### src/rtl/multicycle_control.sv
// Multi-cycle RV32 control FSM: FETCH/DECODE/EXEC/MEM/WB/HALT over one shared memory port.
// Optional perf counters (CycleCount, InstrRetired) are enabled by defining MULTICYCLE_PERF_CNT_EN.
module multicycle_control #(
    parameter int unsigned CNT_WIDTH    = 32,
    parameter bit          ILLEGAL_HALT = 1'b0
) (
    input  logic       clk,
    input  logic       rst_n,
    input  logic       Run,
    input  logic [6:0] Opcode,
    input  logic       Zero,
    input  logic       MemReady,
    output logic       InstrRead,
    output logic       IRWrite,
    output logic       MemRead,
    output logic       MemWrite,
    output logic       ALUSrc,
    output logic       MemtoReg,
    output logic       RegWrite,
    output logic       PCWrite,
    output logic       PCSrc,
    output logic [1:0] ALUOp,
    output logic       Illegal,
    output logic [2:0] State
`ifdef MULTICYCLE_PERF_CNT_EN
    ,
    output logic [CNT_WIDTH-1:0] CycleCount,
    output logic [CNT_WIDTH-1:0] InstrRetired
`endif
);

    typedef enum logic [2:0] {
        FETCH  = 3'd0,
        DECODE = 3'd1,
        EXEC   = 3'd2,
        MEM    = 3'd3,
        WB     = 3'd4,
        HALT   = 3'd5
    } state_t;

    localparam logic [6:0] OP_R   = 7'b0110011;
    localparam logic [6:0] OP_LW  = 7'b0000011;
    localparam logic [6:0] OP_SW  = 7'b0100011;
    localparam logic [6:0] OP_BEQ = 7'b1100011;

    state_t     state, state_next;
    logic [6:0] op_q;
    logic [6:0] op_cur;

    always_ff @(posedge clk or negedge rst_n) begin
        if (!rst_n) begin
            state <= FETCH;
            op_q  <= '0;
        end else begin
            state <= state_next;
            if (state == DECODE) op_q <= Opcode;
        end
    end

    // DECODE sees the raw opcode; every later state uses only the copy captured there.
    assign op_cur = (state == DECODE) ? Opcode : op_q;

    always_comb begin
        state_next = state;
        InstrRead  = 1'b0;
        IRWrite    = 1'b0;
        MemRead    = 1'b0;
        MemWrite   = 1'b0;
        ALUSrc     = 1'b0;
        MemtoReg   = 1'b0;
        RegWrite   = 1'b0;
        PCWrite    = 1'b0;
        PCSrc      = 1'b0;
        ALUOp      = 2'b00;
        Illegal    = 1'b0;
        State      = state;
        case (state)
            FETCH: begin
                InstrRead = Run;
                if (Run && MemReady) begin
                    IRWrite    = 1'b1;
                    state_next = DECODE;
                end
            end
            DECODE: begin
                case (op_cur)
                    OP_R, OP_LW, OP_SW, OP_BEQ: state_next = EXEC;
                    default: begin
                        Illegal = 1'b1;
                        if (ILLEGAL_HALT) begin
                            state_next = HALT;
                        end else begin
                            PCWrite    = 1'b1;
                            state_next = FETCH;
                        end
                    end
                endcase
            end
            EXEC: begin
                case (op_cur)
                    OP_R: begin
                        ALUOp      = 2'b10;
                        state_next = WB;
                    end
                    OP_LW, OP_SW: begin
                        ALUSrc     = 1'b1;
                        state_next = MEM;
                    end
                    OP_BEQ: begin
                        ALUOp      = 2'b01;
                        PCWrite    = 1'b1;
                        PCSrc      = Zero;
                        state_next = FETCH;
                    end
                    default: state_next = FETCH;
                endcase
            end
            MEM: begin
                ALUSrc = 1'b1;
                if (op_cur == OP_SW) begin
                    MemWrite = 1'b1;
                    if (MemReady) begin
                        PCWrite    = 1'b1;
                        state_next = FETCH;
                    end
                end else begin
                    MemRead = 1'b1;
                    if (MemReady) state_next = WB;
                end
            end
            WB: begin
                RegWrite   = 1'b1;
                MemtoReg   = (op_cur == OP_LW);
                PCWrite    = 1'b1;
                state_next = FETCH;
            end
            HALT: state_next = HALT;
            default: state_next = FETCH;
        endcase
        // Outputs are forced low combinationally so reset silences them regardless of inputs.
        if (!rst_n) begin
            InstrRead = 1'b0;
            IRWrite   = 1'b0;
            MemRead   = 1'b0;
            MemWrite  = 1'b0;
            ALUSrc    = 1'b0;
            MemtoReg  = 1'b0;
            RegWrite  = 1'b0;
            PCWrite   = 1'b0;
            PCSrc     = 1'b0;
            ALUOp     = 2'b00;
            Illegal   = 1'b0;
            State     = 3'd0;
        end
    end

`ifdef MULTICYCLE_PERF_CNT_EN
    always_ff @(posedge clk or negedge rst_n) begin
        if (!rst_n) begin
            CycleCount   <= '0;
            InstrRetired <= '0;
        end else begin
            if (state != HALT) CycleCount <= CycleCount + 1'b1;
            if (PCWrite) InstrRetired <= InstrRetired + 1'b1;
        end
    end
`else
    // Counters absent in this build.
`endif

endmodule

### config.mk
export PLATFORM = sky130hd
export DESIGN_NAME = multicycle_control
export DESIGN_NICKNAME = d
export VERILOG_FILES = /design/src/rtl/multicycle_control.sv
export SDC_FILE = /design/constraint.sdc
export NUM_CORES = 1
export LEC_CHECK = 0
export ABC_AREA = 1
export BUFFER_PORTS_ARGS = -buffer_cell sky130_fd_sc_hd__buf_2
export CORE_MARGIN = 4
export CORE_UTILIZATION = 45
export DETAILED_ROUTE_END_ITERATION = 10
export GPL_TIMING_DRIVEN = 0
export PLACE_DENSITY = 0.74
export SYNTH_ARGS = -nofsm -noshare
export SYNTH_HDL_FRONTEND = slang
export SYNTH_SLANG_ARGS = --single-unit
### constraint.sdc
create_clock -name clk -period 3.6 [get_ports clk]
set_clock_uncertainty 0.2 [all_clocks]
set_input_delay 0.54 -clock clk [delete_from_list [all_inputs] [get_ports clk]]
set_output_delay 0.54 -clock clk [all_outputs]
set_load 0.005 [all_outputs]
* Yosys cells after proc, flatten, opt, wreduce, memory -nomap -nowiden
Index checks and enable logic that the tools add are counted.
** Operators by class
- Muxes and demuxes :: 41
- Reductions and logical operators :: 5
- Eq/ne operators :: 11
** Operators with widths (count)
- two-way mux 1 bit :: 27
- two-way mux 3 bit :: 5
- case mux 3 bit (5 select lines) :: 1
- == test 7 x 6 -> 1 bit (second input constant) :: 2
- == test 7 x 2 -> 1 bit (second input constant) :: 1
- == test 7 bit (second input constant) :: 1
- two-way mux 7 bit :: 1
- == test 3 x 2 -> 1 bit (second input constant) :: 2
- == test 3 bit (second input constant) :: 2
- two-way mux 2 bit :: 3
- case mux 3 bit (2 select lines) :: 1
- != test 2 bit (second input constant) :: 2
- case mux 1 bit (4 select lines) :: 1
- case mux 2 bit (2 select lines) :: 1
- OR reduction 4 bit :: 1
- == test 3 x 1 -> 1 bit (second input constant) :: 1
- logical NOT 3 bit :: 1
- case mux 1 bit (2 select lines) :: 1
- AND reduction 2 bit :: 1
- OR reduction 2 bit :: 1
- logical AND 1 bit :: 1
** Word-level totals
- Register bits after elaboration :: 10
- Word-level logic and storage cells :: 59
- Input bits :: 12
- Output and inout port bits :: 15

* Longest topological paths before layout
Gate-level depths: netlist of the first run.
- Depth in word-level cells :: 7
- Depth in mapped cells :: 12

* Least setup slack after synthesis of the first run
OpenSTA, ideal clock, no wires.
- Path kind :: flip-flop to output port
- Start :: register state[1]
- End :: output PCWrite
- Data required time :: 2.860 ns
- Data arrival time :: 1.379 ns
- Stages on the path, launching flop included :: 12
- Path slack :: 1.481 ns
- Path buffers :: 0
- Cells stage by stage :: dfrtp_1 inv_2 nand2_1 nor2_2 nand2_1 nand2_1 nand2_2 nor2_8 nand3_2 nor2_1 nor2_1 a21oi_2
** On the way
- Cells in the longest elaborated chain, start to end :: 7
** Ends and longest elaborated chain
- start: declaration :: RTL line 46 : state_t state, state_next;
- start signal: assignment :: RTL line 55 : state <= state_next;
- == test 3 x 1 -> 1 bit :: RTL line 61, 77
- two-way mux 7 bit :: RTL line 61 : assign op_cur = (state == DECODE) ? Opcode : op_q;
- == test 7 x 6 -> 1 bit (tied with other cells) :: RTL line 86, 120
- OR reduction 4 bit :: RTL line 86 : case (op_cur)
- two-way mux 1 bit
- case mux 1 bit (4 select lines) * :: RTL line 77 : case (state)
- two-way mux 1 bit * :: RTL line 141 : if (!rst_n) begin
- end: declaration :: RTL line 20 : output logic PCWrite,
Every way passes the cells marked *; elsewhere a longest branch is shown, timed or not.

* Worst setup path after layout of the first run
- Start :: input rst_n
- End :: output ALUSrc
** On the way
- Cells in the longest elaborated chain, start to end :: 1
** Ends and longest elaborated chain
- start: declaration :: RTL line 8 : input logic rst_n,
- two-way mux 1 bit :: RTL line 141
- end: declaration :: RTL line 17 : output logic ALUSrc,
No other way between the ends.

==> impl_metrics.py, run 1 <==
metrics = {
    "grt": {
        "grt_pass1_vias": 768,
        "grt_pass1_wl_um": 3174,
        "grt_usage": 0.1625,
        "grt-ovfl-total": 0,
        "antenna_found_initial": 0,
        "grt_max_degree": 16,
    },
    "power_and_ir_drop": {
        "pwr-share-clk": 0.368,
        "p_sw_frac": 0.2214,
        "total_power_uw": 202.8,
        "leakage_nw": 0.5728,
        "powerDensity_mw_per_mm2": 217.3,
        "peakVddDrop_mv": 0.1364,
        "p_seq_frac": 0.554,
        "p_int_uw": 157.9,
        "combPwrFrac": 0.078,
        "p_switching_uw": 44.91,
    },
    "sta": {
        "fin_crit_ns": 2.798,
        "tns_ns": 0,
        "clock.fmax_mhz": 357.4,
        "fin_crit_sh": 0.7773,
        "rsz0062_at_grt": "false",
        "worstMarginPinSlew_ns": 0.4101,
        "hold_violations": 0,
        "worst_slack_ns": 0.8017,
        "setup_viol": 0,
        "slew_headroom": 0.7266,
        "drv_slew": 0,
    },
    "critical_path": {
        "cp_top_family": "buffers and inverters",
        "r2r-end": "state[0]$_DFFE_PN0P_",
        "critPathMaxFanout": 15,
        "crit_top_cell": "buf_2",
        "startpoint": "rst_n",
        "slowest_stage": "dlygate4sd3_1",
        "r2r.worst_path.cells": 11,
        "max_stage_delay_ns": 0.52,
        "reg2reg_slack_ns": 1.79,
        "crit_chain": "dlygate4sd3_1, buf_2, inv_1, clkbuf_1, a211oi_2, buf_2",
        "path_class": "input port to primary output",
        "critPathCaptureType": "primary output",
        "required_ns": 2.86,
        "worst_ep_arrival_time_ns": 2.06,
        "path_buf_inv": 5,
        "r2r-start": "state[1]$_DFFE_PN0P_",
        "start_kind": "input port",
    },
    "clock_network": {
        "cts_resized": 0,
        "numCtsBuffers": 3,
        "clkTransAtPathRegs_ns": 0.06,
        "ctsHoldBuffers": 1,
        "cts_setup_buffers": 0,
        "clock-sinks": 10,
        "clk_path_buf_depth": 2,
        "htreeDepth": 1,
        "cts_root_buf": "clkbuf_4",
        "cts_tree": "done",
        "insertion_delay_ns": 0.26,
    },
    "synth": {
        "syn_nets": 125,
        "yosys_warnings": 0,
        "synth_area_leader_cell": "dfrtp_1",
        "avgSynthCellArea_um2": 6.644,
        "ys_ff_latch": 10,
        "ys_top_cells_by_area": "dfrtp_1, nand2_1, inv_1, nor2_1, nand3_1",
        "synth.distinct_cells": 22,
        "yosysSeqAreaShare": 0.3333,
        "netlist_area_um2": 750.7,
        "synth_top_area_share": 0.3333,
        "syn_inst": 113,
    },
    "die": {
        "dieArea_mm2": 0.002386,
        "core-area_mm2": 0.001541,
        "start_util": 0.4870,
        "die_w_um": 48.85,
        "rows": 14,
        "dieHeight_um": 48.85,
        "pin_count": 27,
    },
    "min_path": {
        "min_to": "op_q[1]$_DFF_PN0_",
        "holdPathStages": 2,
        "min_from": "op_q[1]$_DFF_PN0_",
        "hold_path.class": "flip-flop to flip-flop",
    },
    "cells_and_area": {
        "area_delta_synth_final_pct": 24.33,
        "final_nets": 157,
        "multiInputGateArea_um2": 417.9,
        "drive_gt1_frac": 0.3287,
        "fill_cells": 151,
        "final_util": 0.6055,
        "regArea_um2": 250.2,
        "final_cell_mix": "nand2_1, buf_2, inv_1",
        "layout_commonest_cell": "nand2_1",
        "n_antenna_cell": 0,
    },
    "placed_design": {
        "dp_slack_ns": 1.158,
        "place.gp.congestion": 0.8511,
        "io_buffers": 26,
        "dp_hpwl_um": 1433,
    },
    "route": {
        "wl_per_cell_um": 11.10,
        "viasPerCell": 4.981,
        "drt_drc_violations_left": 0,
        "ant_nets": 0,
        "totalWireLength_um": 1765,
        "drtIter0Drc": 27,
        "vias": 792,
        "drtPass1Iterations": 6,
    },
    "flow_run": {
        "drv_cap": 0,
    },
    "outcome": {
        "status": "finished, final reports clean",
    },
}
flip-flops by register name, summed over array words and instances, names as in the netlist:
name,flops
op_q,7
state,3
layout make-up:
cell class                 count  area share
timing repair buffer          27      0.1501
clock buffer                   3     0.02413
tap                           16     0.02145
buffer                         2     0.01206
multi-input combinational     82      0.4477
inverter                      19     0.07641
sequential                    10      0.2681
power by group through the flow:
stage / clock (mW) / combinational [mW] / sequential (mW)
floorplan: 0 / 0.00476 / 0.114
global placement: 0 / 0.0149 / 0.114
detailed placement: 0 / 0.0153 / 0.114
CTS: 0.0776 / 0.0161 / 0.112
global route: 0.0827 / 0.0180 / 0.112
finish: 0.0746 / 0.0159 / 0.112
metrics by stage:
stage	instance area, um^2	cells	hold slack [ns]
finish	933.4	159	0.2921
global route	933.4	159	0.3065
CTS	933.4	159	0.2992
detailed placement	900.9	155	0.2425
global placement	900.9	155	0.2431
floorplan	750.7	113	0.04441
how the worst max path moves through the flow:
stage                          to  cells after the start
after floorplan           PCWrite                     11
after global placement    PCWrite                     12
after detailed placement  PCWrite                     11
after CTS                  ALUSrc                      6
after global routing      IRWrite                      6
final                      ALUSrc                      6
synthesized netlist by cell type (all sizes together):
cell	number
nor2	18
clkbuf	1
nand2	41
a31oi	1
nor3b	1
buf	1
a21oi	1
nor4	1
inv	19
nand4	2
nor3	1
nand3	13
a211oi	1
dfrtp	10
o21ai	2
kinds of logic (layout without fill, tap and decap cells):
kind of cell | after synthesis | in the layout | synth area share
flops | 10 | 10 | 0.3333
buf+inv | 21 | 51 | 0.1100
compound gates | 5 | 5 | 0.04999
simple gates | 77 | 77 | 0.5067
worst register-to-register path: stages, from the launching register on:
cell	delay (ns)
dfrtp_1	0.43
inv_2	0.11
nand2_1	0.06
nor2_2	0.20
nand2_1	0.08
nand2_1	0.10
nand2_2	0.09
nor2_8	0.14
nand3_1	0.12
nand3_1	0.09
nand3_1	0.06
nand2_1	0.06
routing by layer:
metal  global-route usage  part of all wire  vias to the layer above
li1                     -                 -                      410
met1               0.2094              0.45                      346
met2               0.2543              0.46                       32
met3              0.03364             0.068                        4
met4              0.08072             0.018                        0
met5                    0                 0                        -
Power figures use the tool's default switching activity.
==> run 2: changes to the inputs <==
==> constraint.sdc (replaced) <==
create_clock -name clk -period 2.61 [get_ports clk]
set_clock_uncertainty 0.2 [all_clocks]
set_input_delay 0.3915 -clock clk [delete_from_list [all_inputs] [get_ports clk]]
set_output_delay 0.3915 -clock clk [all_outputs]
set_load 0.005 [all_outputs]
==> run 2 against run 1 <==
Against the previous run: clock power grew 41%; sequential share of layout area shrank 0.68 points; sequential cell count is the same; hold slack lost 0.10 ns; non-clock buffer count grew 1; utilization grew 2.2 points; critical path depth grew 5; clock-buffer cell count is the same; total power grew 39%; via count grew 0.25%; final cell count grew 0.63%.
==> impl_metrics.py, run 2 (same netlist as run 1, synthesis figures left out) <==
metrics = {
    "cells_and_area": {
        "final_nets": 158,
        "n_antenna_cell": 0,
        "layout_commonest_cell": "nand2_1",
        "largest_reg_flops": 7,
        "final_util": 0.6274,
        "final_cell_mix": "nand2_1, buf_2, inv_1",
        "final_cell_area_um2": 967.2,
        "reg_top3": "op_q (7), state (3)",
        "top_register": "op_q",
        "area_delta_synth_final_pct": 28.83,
        "drive_gt1_frac": 0.3681,
        "final_cells": 160,
    },
    "route": {
        "wl_per_cell_um": 11.51,
        "drtPass1Iterations": 4,
        "ant_nets": 0,
        "vias": 794,
        "viasPerCell": 4.963,
        "totalWireLength_um": 1842,
        "drt_drc_violations_left": 0,
        "drtIter0Drc": 39,
    },
    "critical_path": {
        "reg2reg_slack_ns": 0.81,
        "start_kind": "flip-flop",
        "worst_ep_arrival_time_ns": 1.92,
        "critPathMaxFanout": 8,
        "path_class": "flip-flop to primary output",
        "crit_top_cell": "nand2_1",
        "max_stage_delay_ns": 0.43,
        "crit_chain": "inv_2, nand2_1, nor2_4, nand2_1, nand2_1, nand2_2, nor2_8, nand3_1, nand3_2, a21oi_2, buf_2",
        "cp_top_family": "simple AND/OR/NAND/NOR gates",
        "critPathCaptureType": "primary output",
        "slowest_stage": "dfrtp_2",
        "path_buf_inv": 2,
        "required_ns": 2.02,
    },
    "sta": {
        "fin_crit_ns": 2.507,
        "timing.hold.ws_ns": 0.1925,
        "rsz0062_at_grt": "true",
        "worstMarginPinSlew_ns": 0.4360,
        "drv_slew": 0,
        "setup_viol": 0,
        "clock.fmax_mhz": 398.9,
        "hold_violations": 0,
        "fin_crit_sh": 0.9606,
        "slew_headroom": 0.7093,
    },
    "clock_network": {
        "clock-sinks": 10,
        "numCtsBuffers": 3,
        "insertion_delay_ns": 0.26,
        "clkTransAtPathRegs_ns": 0.06,
        "cts_tree": "done",
        "clk_path_buf_depth": 2,
        "cts_root_buf": "clkbuf_4",
        "htreeDepth": 1,
    },
    "die": {
        "dieHeight_um": 48.85,
        "rows": 14,
        "start_util": 0.4870,
        "pin_count": 27,
        "dieArea_mm2": 0.002386,
        "core-area_mm2": 0.001541,
        "die_w_um": 48.85,
    },
    "grt": {
        "grt-ovfl-total": 0,
        "antenna_found_initial": 0,
        "grt_usage": 0.1625,
        "grt_pass1_wl_um": 3174,
        "grt_max_degree": 16,
        "grt_pass1_vias": 768,
    },
    "placed_design": {
        "postPlaceCellArea_um2": 900.9,
        "dp_hpwl_um": 1433,
        "dp_cells": 155,
        "place.gp.congestion": 0.8511,
        "io_buffers": 26,
    },
    "power_and_ir_drop": {
        "powerDensity_mw_per_mm2": 291.9,
        "pwr-share-clk": 0.372,
        "combPwrFrac": 0.080,
        "leakage_nw": 0.5796,
        "total_power_uw": 282.3,
        "p_int_uw": 218.4,
        "p_sw_frac": 0.2266,
        "peakVddDrop_mv": 0.1842,
        "p_seq_frac": 0.549,
        "p_switching_uw": 63.99,
    },
    "min_path": {
        "hold_path.class": "input port to flip-flop",
    },
    "flow_run": {
        "drv_cap": 0,
    },
    "outcome": {
        "status": "finished, final reports clean",
    },
}
[run 2: worst paths after layout]
check / from / endpoint / cells past startpoint
worst max-delay path: state[1]$_DFFE_PN0P_ / PCWrite / 11
worst min-delay path: Opcode[0] / op_q[0]$_DFF_PN0_ / 3
worst max register to register: state[1]$_DFFE_PN0P_ / state[1]$_DFFE_PN0P_ / 11
worst min register to register: op_q[1]$_DFF_PN0_ / op_q[1]$_DFF_PN0_ / 2
max in group asynchronous: rst_n / state[2]$_DFFE_PN0P_ / 2
min in group asynchronous: rst_n / op_q[2]$_DFF_PN0_ / 2
[run 2: power by group through the flow]
stage	Sequential (mW)	Combinational (mW)	Clock, mW
after detailed placement	0.158	0.0211	0
after global placement	0.158	0.0205	0
final	0.155	0.0225	0.105
after global routing	0.155	0.0254	0.114
after CTS	0.155	0.0222	0.107
after floorplan	0.158	0.00657	0
[run 2: cell type report]
class	instances	area [um^2]
multi-input cells	82	436.7
flip-flops and latches	10	252.7
fillers	155	574.3
repair buffers	28	150.1
clock buffers	3	22.52
plain buffers	2	11.26
inverters	19	73.82
well taps	16	20.02
[run 2: worst reg2reg max path, cell delays in order, from the launching register on]
cell and delay [ns]:
dfrtp_2 0.43, inv_2 0.09, nand2_1 0.09, nor2_4 0.16, nand2_1 0.07, nand2_1 0.09
nand2_2 0.09, nor2_8 0.15, nand3_1 0.14, nand2_1 0.10, nand2_1 0.06, nand3_1 0.06
[run 2: repair_timing]
action	4_1_cts	5_1_grt
buffers inserted	0	1
gates resized for setup	0	9
setup endpoints to repair	0	8
hold endpoints to repair	10	0
hold buffers	1	0
[run 2: metrics by stage]
step | worst slack (ns) | setup TNS (ns)
floorplan | 0.6395 | 0
global placement | 0.3693 | 0
detailed placement | 0.3168 | 0
CTS | 0.03117 | 0
global route | -0.08224 | -0.1727
finish | 0.1029 | 0
[run 2: per-layer routing]
metal  GRT usage  routed length (um)
met2      0.2543                 854
met4     0.08072                  33
met5           0                   0
met3     0.03364                 128
met1      0.2094                 825
==> run 3: changes to the inputs <==
--- a/config.mk
+++ b/config.mk
@@ -5,13 +5,13 @@
 export SDC_FILE = /design/constraint.sdc
 export NUM_CORES = 1
 export LEC_CHECK = 0
-export ABC_AREA = 1
 export BUFFER_PORTS_ARGS = -buffer_cell sky130_fd_sc_hd__buf_2
 export CORE_MARGIN = 4
 export CORE_UTILIZATION = 45
 export DETAILED_ROUTE_END_ITERATION = 10
 export GPL_TIMING_DRIVEN = 0
-export PLACE_DENSITY = 0.74
+export PLACE_DENSITY = 0.73
+export SKIP_LAST_GASP = 1
 export SYNTH_ARGS = -nofsm -noshare
 export SYNTH_HDL_FRONTEND = slang
 export SYNTH_SLANG_ARGS = --single-unit
==> run 3 against run 2 <==
Against the previous run: sequential power up 31%; first-iteration DRC count is 59% lower; synthesized cell count fell by 26%; combinational power rose to 4.2 times the previous value; sequential share of layout area fell by 1.1 points; global-route usage grew 1.3 points; clock-buffer cell count up 1; worst setup slack worse by 0.021 ns; utilization rose by 1.5 points; critical path depth decreased by 6; wire length grew 5.3%; largest power group unchanged.
==> impl_metrics.py, run 3 <==
metrics = {
    "outcome": {
        "status": "finished, final reports clean",
    },
    "sta": {
        "worstMarginPinSlew_ns": 0.4284,
        "fin_crit_sh": 0.9686,
        "fin_crit_ns": 2.528,
        "setup_viol": 0,
        "drv_slew": 0,
        "rsz0062_at_grt": "true",
        "timing.hold.ws_ns": 0.1584,
        "slew_headroom": 0.7122,
        "hold_violations": 0,
        "clock.fmax_mhz": 395.6,
        "tns_ns": 0,
    },
    "critical_path": {
        "crit_cells": 5,
        "critPathMaxFanout": 7,
        "reg2reg_slack_ns": 0.82,
        "start_kind": "flip-flop",
        "r2r.worst_path.cells": 4,
        "critPathCaptureType": "primary output",
        "cp_top_family": "simple AND/OR/NAND/NOR gates",
        "path_class": "flip-flop to primary output",
        "path_buf_inv": 1,
        "required_ns": 2.02,
        "r2r-end": "op_q[3]$_DFF_PN0_",
        "crit_chain": "nor3b_4, or4b_4, a211oi_2, and2_1, buf_2",
        "slowest_stage": "or4b_4",
        "r2r-start": "state[2]$_DFFE_PN0P_",
        "worst_ep_arrival_time_ns": 1.94,
        "max_stage_delay_ns": 0.53,
    },
    "min_path": {
        "hold_path.class": "input port to flip-flop",
        "min_to": "op_q[2]$_DFF_PN0_",
        "holdPathStages": 2,
        "min_from": "Opcode[2]",
    },
    "synth": {
        "yosys_warnings": 0,
        "synth_ff_type": "dfrtp_1",
        "netlist_area_um2": 773.2,
        "syn_nets": 96,
        "ys_top_cells_by_area": "dfrtp_1, mux2_2, and2_1, nor2b_1, nor2_1",
        "synthMostInstantiatedCell": "dfrtp_1",
        "ys_top_cells_by_count": "dfrtp_1, nor2_1, mux2_2, and2_1, nor2b_1",
        "syn_inst": 84,
        "yosysSeqAreaShare": 0.3236,
        "async_reset_ff_frac": 1.000,
        "ys_ff_latch": 10,
        "synth_top_area_share": 0.3236,
        "synth_area_leader_cell": "dfrtp_1",
        "avgSynthCellArea_um2": 9.205,
        "synth_edf_count": 0,
        "synth.distinct_cells": 34,
    },
    "power_and_ir_drop": {
        "pwr-share-clk": 0.331,
        "p_seq_frac": 0.458,
        "p_int_uw": 315.5,
        "leakage_nw": 0.4853,
        "p_sw_frac": 0.2895,
        "total_power_uw": 444.1,
        "combPwrFrac": 0.212,
        "powerDensity_mw_per_mm2": 443.6,
        "peakVddDrop_mv": 0.3047,
        "p_switching_uw": 128.6,
    },
    "die": {
        "die_w_um": 49.45,
        "dieHeight_um": 49.45,
        "dieArea_mm2": 0.002445,
        "core-area_mm2": 0.001559,
        "start_util": 0.4960,
        "rows": 14,
        "pin_count": 27,
    },
    "cells_and_area": {
        "layout_commonest_cell": "buf_2",
        "drive_gt1_frac": 0.4153,
        "largest_reg_flops": 7,
        "fill_cells": 142,
        "final_cell_area_mm2": 0.001001,
        "regArea_um2": 250.2,
        "reg_top3": "op_q (7), state (3)",
        "final_util": 0.6421,
        "multiInputGateArea_um2": 500.5,
        "area_delta_synth_final_pct": 29.45,
        "n_antenna_cell": 0,
        "top_register": "op_q",
        "final_nets": 131,
        "final_cell_mix": "buf_2, dfrtp_1, nor2_1",
    },
    "route": {
        "wl_per_cell_um": 14.47,
        "vias": 765,
        "totalWireLength_um": 1939,
        "viasPerCell": 5.709,
        "drt_drc_violations_left": 0,
        "drtIter0Drc": 16,
        "ant_nets": 0,
        "drtPass1Iterations": 4,
    },
    "clock_network": {
        "cts_tree": "done",
        "insertion_delay_ns": 0.28,
        "htreeDepth": 1,
        "clk_path_buf_depth": 2,
        "numCtsBuffers": 3,
        "clock-sinks": 10,
        "clkTransAtPathRegs_ns": 0.07,
        "cts_root_buf": "clkbuf_4",
    },
    "grt": {
        "antenna_found_initial": 0,
        "grt_max_degree": 16,
        "grt_pass1_wl_um": 3263,
        "grt_usage": 0.1753,
        "grt-ovfl-total": 0,
        "grt_pass1_vias": 737,
    },
    "placed_design": {
        "postPlaceCellArea_um2": 923.4,
        "place.gp.congestion": 0.8818,
        "dp_hpwl_um": 1490,
        "io_buffers": 26,
    },
    "flow_run": {
        "drv_cap": 0,
    },
}
## run 3: cell types whose count changed in the layout (fill, tap and decap cells not counted), sizes merged, moves of 5 or more
cell / previous run / this run
inv: 19 / 1
mux2: 0 / 7
nor2b: 0 / 6
buf: 27 / 32
nor2: 18 / 8
nand2: 41 / 5
and2: 0 / 6
nand3: 13 / 2
## run 3: worst max path at each step
stage / slack, ns / endpoint / start
after detailed placement: 0.42 / PCSrc / op_q[3]$_DFF_PN0_
after CTS: 0.03 / PCSrc / rst_n
after floorplan: 0.54 / PCSrc / op_q[3]$_DFF_PN0_
after global placement: 0.47 / PCSrc / op_q[3]$_DFF_PN0_
final: 0.08 / PCSrc / state[0]$_DFFE_PN0P_
after global routing: 0.007 / PCSrc / op_q[2]$_DFF_PN0_
## run 3: repair_timing
| action | CTS | global route |
|---|---|---|
| resized for setup | 0 | 4 |
| endpoints found under the hold margin | 10 | 0 |
| setup endpoints to repair | 0 | 6 |
| hold buffers | 1 | 0 |
| setup buffers | 0 | 3 |
## run 3: power by group through the flow
| stage | combinational [mW] | clock [mW] | sequential, mW |
|---|---|---|---|
| after floorplan | 0.0610 | 0 | 0.197 |
| after global placement | 0.0848 | 0 | 0.201 |
| after detailed placement | 0.0873 | 0 | 0.206 |
| after CTS | 0.0885 | 0.152 | 0.203 |
| after global routing | 0.104 | 0.163 | 0.206 |
| final | 0.0940 | 0.147 | 0.203 |
## run 3: cells by family (layout without fill, tap and decap cells)
kind of cell	count (synthesis)	in the layout	synth area share
buffers and inverters	5	39	0.03236
AO/OA/AOI/OAI	16	16	0.1489
AND/OR/NAND/NOR	46	46	0.3932
flip-flops	10	10	0.3236
multiplexers	7	7	0.1019
## run 3: metrics by stage
step,instances,setup slack (ns)
after floorplan,84,0.5419
after global placement,126,0.4697
after detailed placement,126,0.4225
after CTS,131,0.02766
after global routing,134,0.006881
final,134,0.08190
## run 3: layout make-up
cell class | instances | area share
plain buffers | 4 | 0.02125
well taps | 16 | 0.02000
inverters | 1 | 0.003750
clock buffers | 4 | 0.03625
repair buffers | 30 | 0.1688
multi-input cells | 69 | 0.5000
flip-flops and latches | 10 | 0.2500
## run 3: layer usage
layer | track usage | routed length, um | vias to the layer above | part of all wire
li1 | - | - | 377 | -
met1 | 0.2094 | 838 | 366 | 0.43
met2 | 0.2946 | 976 | 16 | 0.50
met3 | 0.05120 | 82 | 6 | 0.042
met4 | 0.06912 | 42 | 0 | 0.022
met5 | 0 | 0 | - | 0
## run 3: worst register-to-register path, cell delays in order, from the launching register on
cell     delay, ns
dfrtp_1       0.36
buf_4         0.17
nor3b_4       0.32
buf_2         0.29
mux2_2        0.36
